## config.mk

```make
export PLATFORM = sky130hd
export DESIGN_NAME = random_range_gen_flat
export DESIGN_NICKNAME = d
export VERILOG_FILES = /design/src/rtl/random_range_gen_if.sv /design/src/rtl/random_range_gen.sv /design/src/flat_wrapper.sv
export SDC_FILE = /design/constraint.sdc
export NUM_CORES = 1
export LEC_CHECK = 0
export CAP_MARGIN = 15
export CORE_MARGIN = 5
export CORE_UTILIZATION = 48
export CTS_CLUSTER_DIAMETER = 100
export DETAILED_ROUTE_END_ITERATION = 7
export PLACE_DENSITY = 0.9
export SLEW_MARGIN = 20
export SYNTH_ARGS = -nofsm -noshare
export SYNTH_HDL_FRONTEND = slang
export SYNTH_SLANG_ARGS = --single-unit
export TNS_END_PERCENT = 20
```

## constraint.sdc

```tcl
create_clock -name clk -period 1.7 [get_ports clk]
set_input_delay 0.34 -clock clk [delete_from_list [all_inputs] [get_ports clk]]
set_output_delay 0.34 -clock clk [all_outputs]
set_load 0.005 [all_outputs]
```

## src/rtl/random_range_gen_if.sv

```systemverilog
`timescale 1ns/1ps
// Draw-request bus for random_range_gen: request/seed controls in, result/status out.
interface random_range_gen_if #(
    parameter int WIDTH = 4
);
    logic             rise;
    logic             seed_load;
    logic [15:0]      seed_val;
    logic [WIDTH-1:0] dout;
    logic             valid;
    logic             busy;

    // Requester side (game controller / testbench)
    modport master (
        output rise, seed_load, seed_val,
        input  dout, valid, busy
    );

    // Generator side
    modport slave (
        input  rise, seed_load, seed_val,
        output dout, valid, busy
    );
endinterface

```

## src/rtl/random_range_gen.sv

```systemverilog
`timescale 1ns/1ps
// random_range_gen: free-running 16-bit Galois LFSR with a request-driven
// rejection-sampling draw into [MIN_VAL, MAX_VAL], optional no-immediate-repeat,
// and a bounded-retry fallback so every draw completes within MAX_TRIES cycles.
module random_range_gen #(
    parameter int          WIDTH     = 4,
    parameter logic [15:0] SEED      = 16'hACE1,
    parameter int          MIN_VAL   = 0,
    parameter int          MAX_VAL   = 3,
    parameter int          NO_REPEAT = 0,
    parameter int          MAX_TRIES = 16
) (
    input  logic              clk,
    input  logic              resetN,
    random_range_gen_if.slave rng_if
);

    localparam int RANGE = MAX_VAL - MIN_VAL;
    // Smallest all-ones mask covering RANGE; keeps rejection rate below one half.
    localparam int MASK  = (1 << $clog2(RANGE + 1)) - 1;
    localparam int TRY_W = (MAX_TRIES > 1) ? $clog2(MAX_TRIES) : 1;

    localparam logic [WIDTH-1:0] MASK_W   = WIDTH'(MASK);
    localparam logic [WIDTH-1:0] MIN_W    = WIDTH'(MIN_VAL);
    localparam logic [WIDTH:0]   MIN_X    = (WIDTH+1)'(MIN_VAL);
    localparam logic [WIDTH:0]   MAX_X    = (WIDTH+1)'(MAX_VAL);
    localparam logic [WIDTH:0]   RANGE_X  = (WIDTH+1)'(RANGE);
    localparam logic [TRY_W-1:0] LAST_TRY = TRY_W'(MAX_TRIES - 1);
    localparam logic [15:0]      TAPS     = 16'hB400;

    typedef enum logic {IDLE, DRAW} state_t;

    state_t           state_q, state_d;
    logic [15:0]      lfsr_q, lfsr_d;
    logic             rise_q;
    logic             rise_edge;
    logic [TRY_W-1:0] tries_q, tries_d;
    logic [WIDTH-1:0] dout_q, dout_d;
    logic             valid_q, valid_d;
    logic             have_last_q, have_last_d;

    logic [WIDTH-1:0] cand;
    logic [WIDTH-1:0] fallback;
    logic [WIDTH:0]   cand_x, val_x, dout_x;
    logic             in_range, repeat_hit, accept, last_try;

    // Seed reload wins over the normal shift; a zero seed would lock the LFSR, so it maps to SEED.
    assign lfsr_d = rng_if.seed_load ? ((rng_if.seed_val == 16'h0000) ? SEED : rng_if.seed_val)
                                     : ({1'b0, lfsr_q[15:1]} ^ (lfsr_q[0] ? TAPS : 16'h0000));

    assign rise_edge = rng_if.rise & ~rise_q;

    // Candidate evaluation; all comparisons are done one bit wider so MIN_VAL+cand cannot wrap.
    assign cand       = lfsr_q[WIDTH-1:0] & MASK_W;
    assign cand_x     = {1'b0, cand};
    assign val_x      = MIN_X + cand_x;
    assign dout_x     = {1'b0, dout_q};
    assign in_range   = (cand_x <= RANGE_X);
    assign repeat_hit = (NO_REPEAT != 0) && (RANGE > 0) && have_last_q && (val_x == dout_x);
    assign accept     = in_range && !repeat_hit;
    assign last_try   = (tries_q == LAST_TRY);
    // Step past the previous value (wrapping to MIN_VAL); in range and distinct whenever RANGE>0.
    assign fallback   = (have_last_q && (dout_x < MAX_X)) ? (dout_q + WIDTH'(1)) : MIN_W;

    // LFSR advances every clock
    always_ff @(posedge clk or negedge resetN) begin
        if (!resetN) begin
            lfsr_q <= SEED;
        end else begin
            lfsr_q <= lfsr_d;
        end
    end

    // Previous-cycle copy of rise for edge detection
    always_ff @(posedge clk or negedge resetN) begin
        if (!resetN) begin
            rise_q <= 1'b0;
        end else begin
            rise_q <= rng_if.rise;
        end
    end

    // FSM state register
    always_ff @(posedge clk or negedge resetN) begin
        if (!resetN) begin
            state_q <= IDLE;
        end else begin
            state_q <= state_d;
        end
    end

    // FSM next state: edges arriving while a draw is running are dropped
    always_comb begin
        state_d = state_q;
        case (state_q)
            IDLE: if (rise_edge) state_d = DRAW;
            DRAW: if (accept || last_try) state_d = IDLE;
        endcase
    end

    // FSM outputs: result, strobe, retry count and repeat-history next values
    always_comb begin
        tries_d     = tries_q;
        dout_d      = dout_q;
        valid_d     = 1'b0;
        have_last_d = have_last_q;
        case (state_q)
            IDLE: begin
                if (rise_edge) tries_d = '0;
            end
            DRAW: begin
                if (accept) begin
                    dout_d      = val_x[WIDTH-1:0];
                    valid_d     = 1'b1;
                    have_last_d = 1'b1;
                end else if (last_try) begin
                    dout_d      = fallback;
                    valid_d     = 1'b1;
                    have_last_d = 1'b1;
                end else begin
                    tries_d = tries_q + TRY_W'(1);
                end
            end
        endcase
    end

    // Result and bookkeeping registers
    always_ff @(posedge clk or negedge resetN) begin
        if (!resetN) begin
            tries_q     <= '0;
            dout_q      <= MIN_W;
            valid_q     <= 1'b0;
            have_last_q <= 1'b0;
        end else begin
            tries_q     <= tries_d;
            dout_q      <= dout_d;
            valid_q     <= valid_d;
            have_last_q <= have_last_d;
        end
    end

    assign rng_if.dout  = dout_q;
    assign rng_if.valid = valid_q;
    assign rng_if.busy  = (state_q == DRAW);

endmodule
```

## src/flat_wrapper.sv

```systemverilog
// flat-port wrapper written by rule: the top's interface ports become plain ports
module random_range_gen_flat 
#(
    parameter int          WIDTH     = 4,
    parameter logic [15:0] SEED      = 16'hACE1,
    parameter int          MIN_VAL   = 0,
    parameter int          MAX_VAL   = 3,
    parameter int          NO_REPEAT = 0,
    parameter int          MAX_TRIES = 16
)
  (clk, resetN, rng_if_rise, rng_if_seed_load, rng_if_seed_val, rng_if_dout, rng_if_valid, rng_if_busy);
  random_range_gen_if #(.WIDTH(WIDTH)) rng_if_i ();
  input  logic clk;
  input  logic resetN;
  input wire logic [$bits(rng_if_i.rise)-1:0] rng_if_rise;
  input wire logic [$bits(rng_if_i.seed_load)-1:0] rng_if_seed_load;
  input wire logic [$bits(rng_if_i.seed_val)-1:0] rng_if_seed_val;
  output wire logic [$bits(rng_if_i.dout)-1:0] rng_if_dout;
  output wire logic [$bits(rng_if_i.valid)-1:0] rng_if_valid;
  output wire logic [$bits(rng_if_i.busy)-1:0] rng_if_busy;
  assign rng_if_i.rise = rng_if_rise;
  assign rng_if_i.seed_load = rng_if_seed_load;
  assign rng_if_i.seed_val = rng_if_seed_val;
  assign rng_if_dout = rng_if_i.dout;
  assign rng_if_valid = rng_if_i.valid;
  assign rng_if_busy = rng_if_i.busy;
  random_range_gen #(.WIDTH(WIDTH), .SEED(SEED), .MIN_VAL(MIN_VAL), .MAX_VAL(MAX_VAL), .NO_REPEAT(NO_REPEAT), .MAX_TRIES(MAX_TRIES)) u_core (.clk(clk), .resetN(resetN), .rng_if(rng_if_i));
endmodule
```

-- Yosys cells after proc, flatten, opt, wreduce, memory -nomap -nowiden
Index checks and enable logic that the tools add are counted.
- register bits after elaboration: 28
- input port bits: 20
- output and inout port bits: 6
- logic and storage cells: 43
- add/subtract/negate cells: 2
- magnitude comparators: 2
- equality and inequality tests: 4
- mux-type cells: 18
- bitwise operators: 4
- reductions and logical operators: 6
- operator list (cell ; count):
    two-way mux 16 bit ; 3
    two-way mux 4 bit ; 6
    zero test 16 bit ; 1
    XOR 15 x 16 -> 16 bit ; 1
    adder 4 x 1 -> 4 bit (second input constant) ; 2
    case mux 4 bit (2 select lines) ; 1
    two-way mux 1 bit ; 7
    == test 4 bit (second input constant) ; 1
    < comparator 4 x 2 -> 1 bit (second input constant) ; 1
    != test 2 bit (second input constant) ; 2
    AND reduction 3 bit ; 1
    <= comparator 2 bit (second input constant) ; 1
    != test 2 x 1 -> 1 bit (second input constant) ; 1
    inverter 1 bit ; 2
    case mux 1 bit (2 select lines) ; 1
    AND reduction 2 bit ; 1
    nonzero test 2 bit ; 1
    AND 1 bit ; 1
    logical AND 1 bit ; 1
    logical OR 1 bit ; 1

-- Depth between registers and ports, before layout
Gate-level depths: netlist of the first run.
- word-level depth: 5
- mapped depth: 4
- depth with buffers taken out: 3

-- Worst setup path before layout of the first run
No wires, ideal clock.
- path type: input-to-reg
- from: in rng_if_seed_val[4]
- to: reg u_core.lfsr_q[0]
- library setup time: 0.061 ns
- data arrival time: 1.566 ns
- required time: 1.639 ns
- setup slack: 0.073 ns
- stages on the path: 3
- path buffers: 0
- path through: or4_4 o41ai_4 o22a_1
- cells in the longest elaborated chain, start to end: 3
- RTL lines (what ; RTL line ; source):
    start: declaration ; flat_wrapper.sv:17 ; input wire logic [$bits(rng_if_i.seed_val)-1:0] rng_if_seed_val;
    zero test 16 bit ; random_range_gen.sv:48 ; assign lfsr_d = rng_if.seed_load ? ((rng_if.seed_val == 16'h0000) ? SEED : rng_if.seed_val)
    two-way mux 16 bit (2 in series) ; random_range_gen.sv:48 ;
    net u_core.lfsr_d[0] ; random_range_gen.sv:34 ; logic [15:0] lfsr_q, lfsr_d;
    end signal: assignment ; random_range_gen.sv:70 ; lfsr_q <= lfsr_d;
    end: declaration ; random_range_gen.sv:34 ;
The timed path passes the listed nets, and every way through them passes these cells.
A chain may end at the register's enable or synchronous reset.

-- Worst setup path in the final report of the first run
- from: in rng_if_seed_val[12]
- to: reg u_core.lfsr_q[0]
Same word-level chain as after synthesis.

==> results of run 1 <==
==> power by group <==
part           internal [mW]  switching, mW
Combinational          0.121         0.0658
Sequential             0.569         0.0268
Clock                 0.0880          0.152
==> cells by family (layout without fill, tap and decap cells) <==
family	Yosys count	after routing	synth area share, %
mux	9	9	11.9
compound gates	10	10	12.5
simple gates	6	6	6.19
xor+xnor	3	3	3.10
flops	21	21	63.1
other cells	1	2	0.442
buf+inv	4	35	2.65
==> worst max-delay path: cells and delay by family <==
family / cells / cell delay (ns)
and+or+nand+nor: 1 / 0.45
buffers and inverters: 2 / 0.64
AOI/OAI and AO/OA: 2 / 0.52
==> placed cells by master, fill, tap and decap left out <==
master and n:
dfrtp_1 12, dfrtp_2 1, buf_4 7, o41ai_4 1
mux2_2 9, xor2_1 2, clkbuf_4 3, dlymetal6s2s_1 2
or4_4 4, clkdlybuf4s50_1 14, clkinv_2 1, nor3b_1 1
dlygate4sd2_1 7, buf_12 1, conb_1 2, o22a_2 3
nand2_1 1, xnor2_1 1, o21ai_0 1, dfstp_2 8
o22a_1 5
==> flip-flops by register name (all words and copies together), names as in the netlist <==
signal               count
u_core.lfsr_q           16
u_core.rng_if.dout       2
u_core.rng_if.busy       1
u_core.rng_if.valid      1
u_core.rise_q            1
==> worst max-delay path by stage <==
stage | to | slack, ns
3_5_place_dp | u_core.lfsr_q[0] | -0.41
4_1_cts | u_core.lfsr_q[0] | 0.002
5_1_grt | u_core.lfsr_q[0] | 0.005
6_report | u_core.lfsr_q[0] | 0.006
3_3_place_gp | u_core.lfsr_q[13] | -0.34
2_1_floorplan | u_core.lfsr_q[0] | 0.07
==> cell usage after synthesis, drive strengths merged <==
cell and count:
dfrtp 13, mux2 9, dfstp 8, o22a 8, or4 4, buf 2
clkbuf 2, xor2 2, conb 1, nand2 1, nor3b 1, o21ai 1
o41ai 1, xnor2 1
==> metal layers <==
layer | wire length (um) | up-vias
li1 | - | 257
met1 | 742 | 279
met2 | 898 | 26
met3 | 151 | 8
met4 | 65 | 0
met5 | 0 | -
==> per-stage QoR <==
step	hold WS, ns	setup TNS, ns	instance area [um2]	total power, mW	setup WS, ns
after floorplan	0.0444	0	852	0.676	0.0734
after global placement	0.387	-2.64	1160	0.786	-0.343
after detailed placement	0.429	-3.17	1160	0.798	-0.409
after CTS	0.277	0	1180	1.04	0.00166
after global routing	0.279	0	1190	1.07	0.00451
final	0.283	0	1190	1.02	0.00575
==> cell type report <==
cell class                 instances  area (um2)  area share, %
timing repair buffer              31         299           25.1
multi-input combinational         30         298           25.0
tap                               25        31.3           2.62
clock inverter                     1        5.00          0.420
sequential                        21         537           45.0
clock buffer                       3        22.5           1.89
==> repair_timing <==
item,CTS,global route
setup endpoints to repair,8,8
pin swaps,5,3
cloned,0,0
hold endpoints to repair,0,0
gates resized for setup,7,4
==> summary.txt, run 1 <==
Outcome
  • Status: complete, no violations

Floorplanning
  • Core footprint: 1710 um2
  • Die Span X: 52.0 um
  • Std cell rows: 15
  • Die height: 52.0 um
  • Starting Density: 49.7%
  • I/O pin count: 26
  • Die ar.: 2710 um2

CTS
  • H-tree lvl count: 1
  • Setup repair bufs after CTS: 0
  • Clk slew on worst S/H paths: 0.12 ns
  • Clock buffer depth: 2
  • Worst-Skew Late Latency: 0.31 ns
  • Post-CTS Hold Buffers: 0
  • CTS tree: done
  • CTS Sinks: 21
  • CTS Buf Count: 3
  • CTS root buf: clkbuf_4

Logic synthesis
  • Synth cell types: 16
  • Mapped cell area: 848 um2
  • Post-Syn Instances: 54
  • Register area share after synthesis: 63.1%
  • Synth warn: 0
  • Share of the synthesized area in the top cell type: 38.3%
  • Area contributors post-synth: dfrtp_1 (38%), dfstp_2 (25%), mux2_2 (12%), o22a_1 (5.2%), or4_4 (4.0%)
  • Cell taking the most area after synthesis: dfrtp_1
  • Syn Area/Cell: 15.7 um2
  • Seq cells post-synth: 21

Global route
  • Overall global routing resource usage: 16.0%
  • GR Util met2: 24.3%
  • Largest net degree at the start of global routing: 18
  • Remaining global-route overflow: 0
  • M1 GR Usage: 17.6%
  • Met3 usage: 8.02%
  • Gr busiest metal: met2
  • Number of global-route vias before repair: 648
  • First-pass GRT wire length: 3.04 mm
  • Initial antenna violation count: 0

Detailed routing
  • DRT iter0 DRCs: 11
  • # DRC: 0
  • 1st-pass router iterations: 4
  • Antenna Nets Post-Route: 0
  • Drt total wl: 1.86 mm
  • Vias: 570
  • Wirelength per Cell: 16.7 um
  • Via-per-instance ratio: 5.14

Power
  • PwrDens: 858 nW/um2
  • Peak supply drop: 0.635 mV
  • Pleak: 0.520 nW

Finish
  • Non-Filler Instances: 111
  • Fill cells: 116
  • Layout area overhead: 40.6%
  • Util after Layout: 69.8%
  • Nets: 107
  • # diodes: 0
  • Layout cells sized above 1: 44.2%

Worst setup path
  • Cells on worst reg2reg path: 2
  • Critical Path AT: 1.95 ns
  • Reg-to-Reg Start: u_core.lfsr_q[0]
  • CP startpoint kind: input pin
  • Critical path's slowest cell: or4_4
  • FF-to-FF End: u_core.lfsr_q[13]
  • Crit path largest cell delay: 0.45 ns
  • FF-to-FF setup slack: 0.68 ns
  • Worst-path cell chain: clkdlybuf4s50_1 > or4_4 > o41ai_4 > buf_4 > o22a_1
  • Worst-path fanout max: 8
  • Req. time, crit path: 1.95 ns
  • Critical Path End Type: flip-flop
  • Crit path launch: rng_if_seed_val[12]
  • WS Path Type: in2reg

STA
  • Fin crit period: 1.69 ns
  • Final setup fails: 0
  • Count of pins over their slew limit: 0
  • Final Hold Violating Endpoints: 0
  • Setup Skew: 0.00690 ns
  • Final period util: 99.7%
  • Fmax: 0.590 GHz
  • RSZ-0062 raised after global routing: false

Placed design
  • Inst Count DP: 107
  • Input/output buffers: 23
  • Post-detail-place hpwl: 1.44 mm
  • Routability cong.: 0.755

Job
  • Maxcap violations: 0

Hold path
  • Worst hold path class: in2async
(Power assumes the default switching activity.)
==> run 2: changes to the inputs <==
--- a/config.mk
+++ b/config.mk
@@ -11,4 +11,5 @@
 export CTS_CLUSTER_DIAMETER = 100
 export DETAILED_ROUTE_END_ITERATION = 7
+export GPL_TIMING_DRIVEN = 0
 export PLACE_DENSITY = 0.9
 export SLEW_MARGIN = 20
==> constraint.sdc (replaced) <==
create_clock -name clk -period 1.7 [get_ports clk]
set_input_delay 0.17 -clock clk [delete_from_list [all_inputs] [get_ports clk]]
set_output_delay 0.17 -clock clk [all_outputs]
set_load 0.005 [all_outputs]
==> run 2 against run 1 <==
Combinational power fell by 4%. Sequential cell count did not move. Design area fell by 3.9%. Hold slack improved by 0.046 ns. Largest cell class unchanged. Die area did not move. Critical endpoint unchanged. Register-to-register slack improved by 0.02 ns. Largest power group unchanged.
==> summary.txt, run 2 (synthesis results as in run 1) <==
CTS
  • Clk slew on worst S/H paths: 0.11 ns
  • Setup repair bufs after CTS: 2
  • Resized cells post-CTS: 0
  • CTS Buf Count: 3
  • Post-CTS Hold Buffers: 0
  • CTS Sinks: 21
  • Clock buffer depth: 2
  • CTS root buf: clkbuf_4
  • Worst-Skew Late Latency: 0.30 ns
  • CTS tree: done
  • H-tree lvl count: 1

Floorplanning
  • Die height: 52.0 um
  • Die Span X: 52.0 um
  • Std cell rows: 15
  • Core footprint: 1710 um2
  • Die ar.: 2710 um2
  • I/O pin count: 26
  • Starting Density: 49.7%

Finish
  • Layout cells sized above 1: 38.6%
  • Reg with most FFs: u_core.lfsr_q
  • Leading cell type in the layout, fill and taps excluded: clkdlybuf4s50_1
  • Util after Layout: 67.1%
  • Design Area, Final: 1150 um2
  • Layout area overhead: 35.1%
  • Fill cells: 143
  • Max FFs per register: 16
  • Commonest cells after routing, fill and taps aside: clkdlybuf4s50_1 (22), dfrtp_1 (13), mux2_2 (9)
  • # diodes: 0
  • Nets: 104

STA
  • Setup Skew: 0.00581 ns
  • Final period util: 97.7%
  • Fin crit period: 1.66 ns
  • Actual slew at the worst max-slew pin: 0.884 ns
  • RSZ-0062 raised after global routing: false
  • Worst Hold Margin: 0.329 ns
  • Count of pins over their slew limit: 0
  • Fmax: 0.602 GHz
  • Final setup fails: 0
  • Rel. slew slack: 40.9%
  • Final Hold Violating Endpoints: 0

Outcome
  • Status: complete, no violations

Global route
  • Remaining global-route overflow: 0
  • Largest net degree at the start of global routing: 22
  • First-pass GRT wire length: 2.65 mm
  • Number of global-route vias before repair: 603
  • Initial antenna violation count: 0
  • Overall global routing resource usage: 13.4%

Power
  • Reg power frac: 59.2%
  • Sw frac: 22.8%
  • Clock power frac: 22.9%
  • Peak supply drop: 0.480 mV
  • Pleak: 0.468 nW
  • Final Power: 1.00 mW
  • Switching power: 228 uW
  • Comb pwr share: 17.9%
  • PwrDens: 874 nW/um2
  • P_int: 773 uW

Worst setup path
  • Critical Path End Type: flip-flop
  • Worst-path cell chain: clkdlybuf4s50_1 > or4_1 > o41ai_4 > buf_4 > o22a_1
  • Crit path launch: rng_if_seed_val[9]
  • Reg-to-Reg Start: u_core.lfsr_q[0]
  • Worst-path fanout max: 5
  • Critical Path AT: 1.90 ns
  • Critical path's slowest cell: or4_1
  • WS Path Type: in2reg
  • CP startpoint kind: input pin
  • Crit path largest cell delay: 0.59 ns
  • Req. time, crit path: 1.94 ns

Detailed routing
  • Vias: 543
  • # DRC: 0
  • DRT iter0 DRCs: 3
  • Via-per-instance ratio: 5.03
  • Antenna Nets Post-Route: 0
  • Drt total wl: 1.64 mm
  • 1st-pass router iterations: 3
  • Wirelength per Cell: 15.1 um

Hold path
  • Hold Startpoint: rng_if_rise
  • Worst hold path class: in2reg

Job
  • Maxcap violations: 0

Placed design
  • Routability cong.: 0.752
  • Post-Place Cell Area: 1100 um2
  • Input/output buffers: 22
==> run 2: layout make-up <==
class	count	area, um2	share of cell area [%]
buffer	4	22.5	1.97
sequential	21	536	46.7
tap	25	31.3	2.73
multi-input combinational	30	294	25.7
timing repair buffer	24	235	20.5
clock inverter	1	5.00	0.437
clock buffer	3	22.5	1.97
==> run 2: final timing paths <==
check	to	slack [ns]	depth (start not counted)
hold reg to reg	u_core.rng_if.busy	0.42	1
hold / removal	u_core.rise_q	0.33	1
min in group asynchronous	u_core.lfsr_q[12]	0.36	1
setup reg to reg	u_core.lfsr_q[13]	0.70	2
max in group asynchronous	u_core.lfsr_q[4]	0.80	1
setup / recovery	u_core.lfsr_q[0]	0.04	5
==> run 2: power by group through the flow <==
stage / clock [mW] / combinational (mW) / sequential, mW
floorplan: 0 / 0.0791 / 0.597
global placement: 0 / 0.171 / 0.599
detailed placement: 0 / 0.175 / 0.604
CTS: 0.241 / 0.181 / 0.594
global route: 0.260 / 0.192 / 0.599
finish: 0.229 / 0.179 / 0.593
==> run 2: critical path, delay by kind of cell <==
| kind | cells | cell delay [ns] |
|---|---|---|
| AO/OA/AOI/OAI | 2 | 0.54 |
| AND/OR/NAND/NOR | 1 | 0.59 |
| buffers and inverters | 2 | 0.60 |
==> run 2: per-layer routing <==
layer / wire length [um] / GRT usage (%)
met1: 667 / 15.2
met4: 12 / 5.24
met5: 0 / 0
met2: 833 / 23.2
met3: 121 / 4.30
==> run 2: stage by stage <==
stage	worst slack, ns	TNS [ns]	std cells
floorplan	0.243	0	55
global placement	-0.301	-2.38	102
detailed placement	-0.329	-2.54	102
CTS	0.0795	0	108
global route	0.0213	0	108
finish	0.0384	0	108
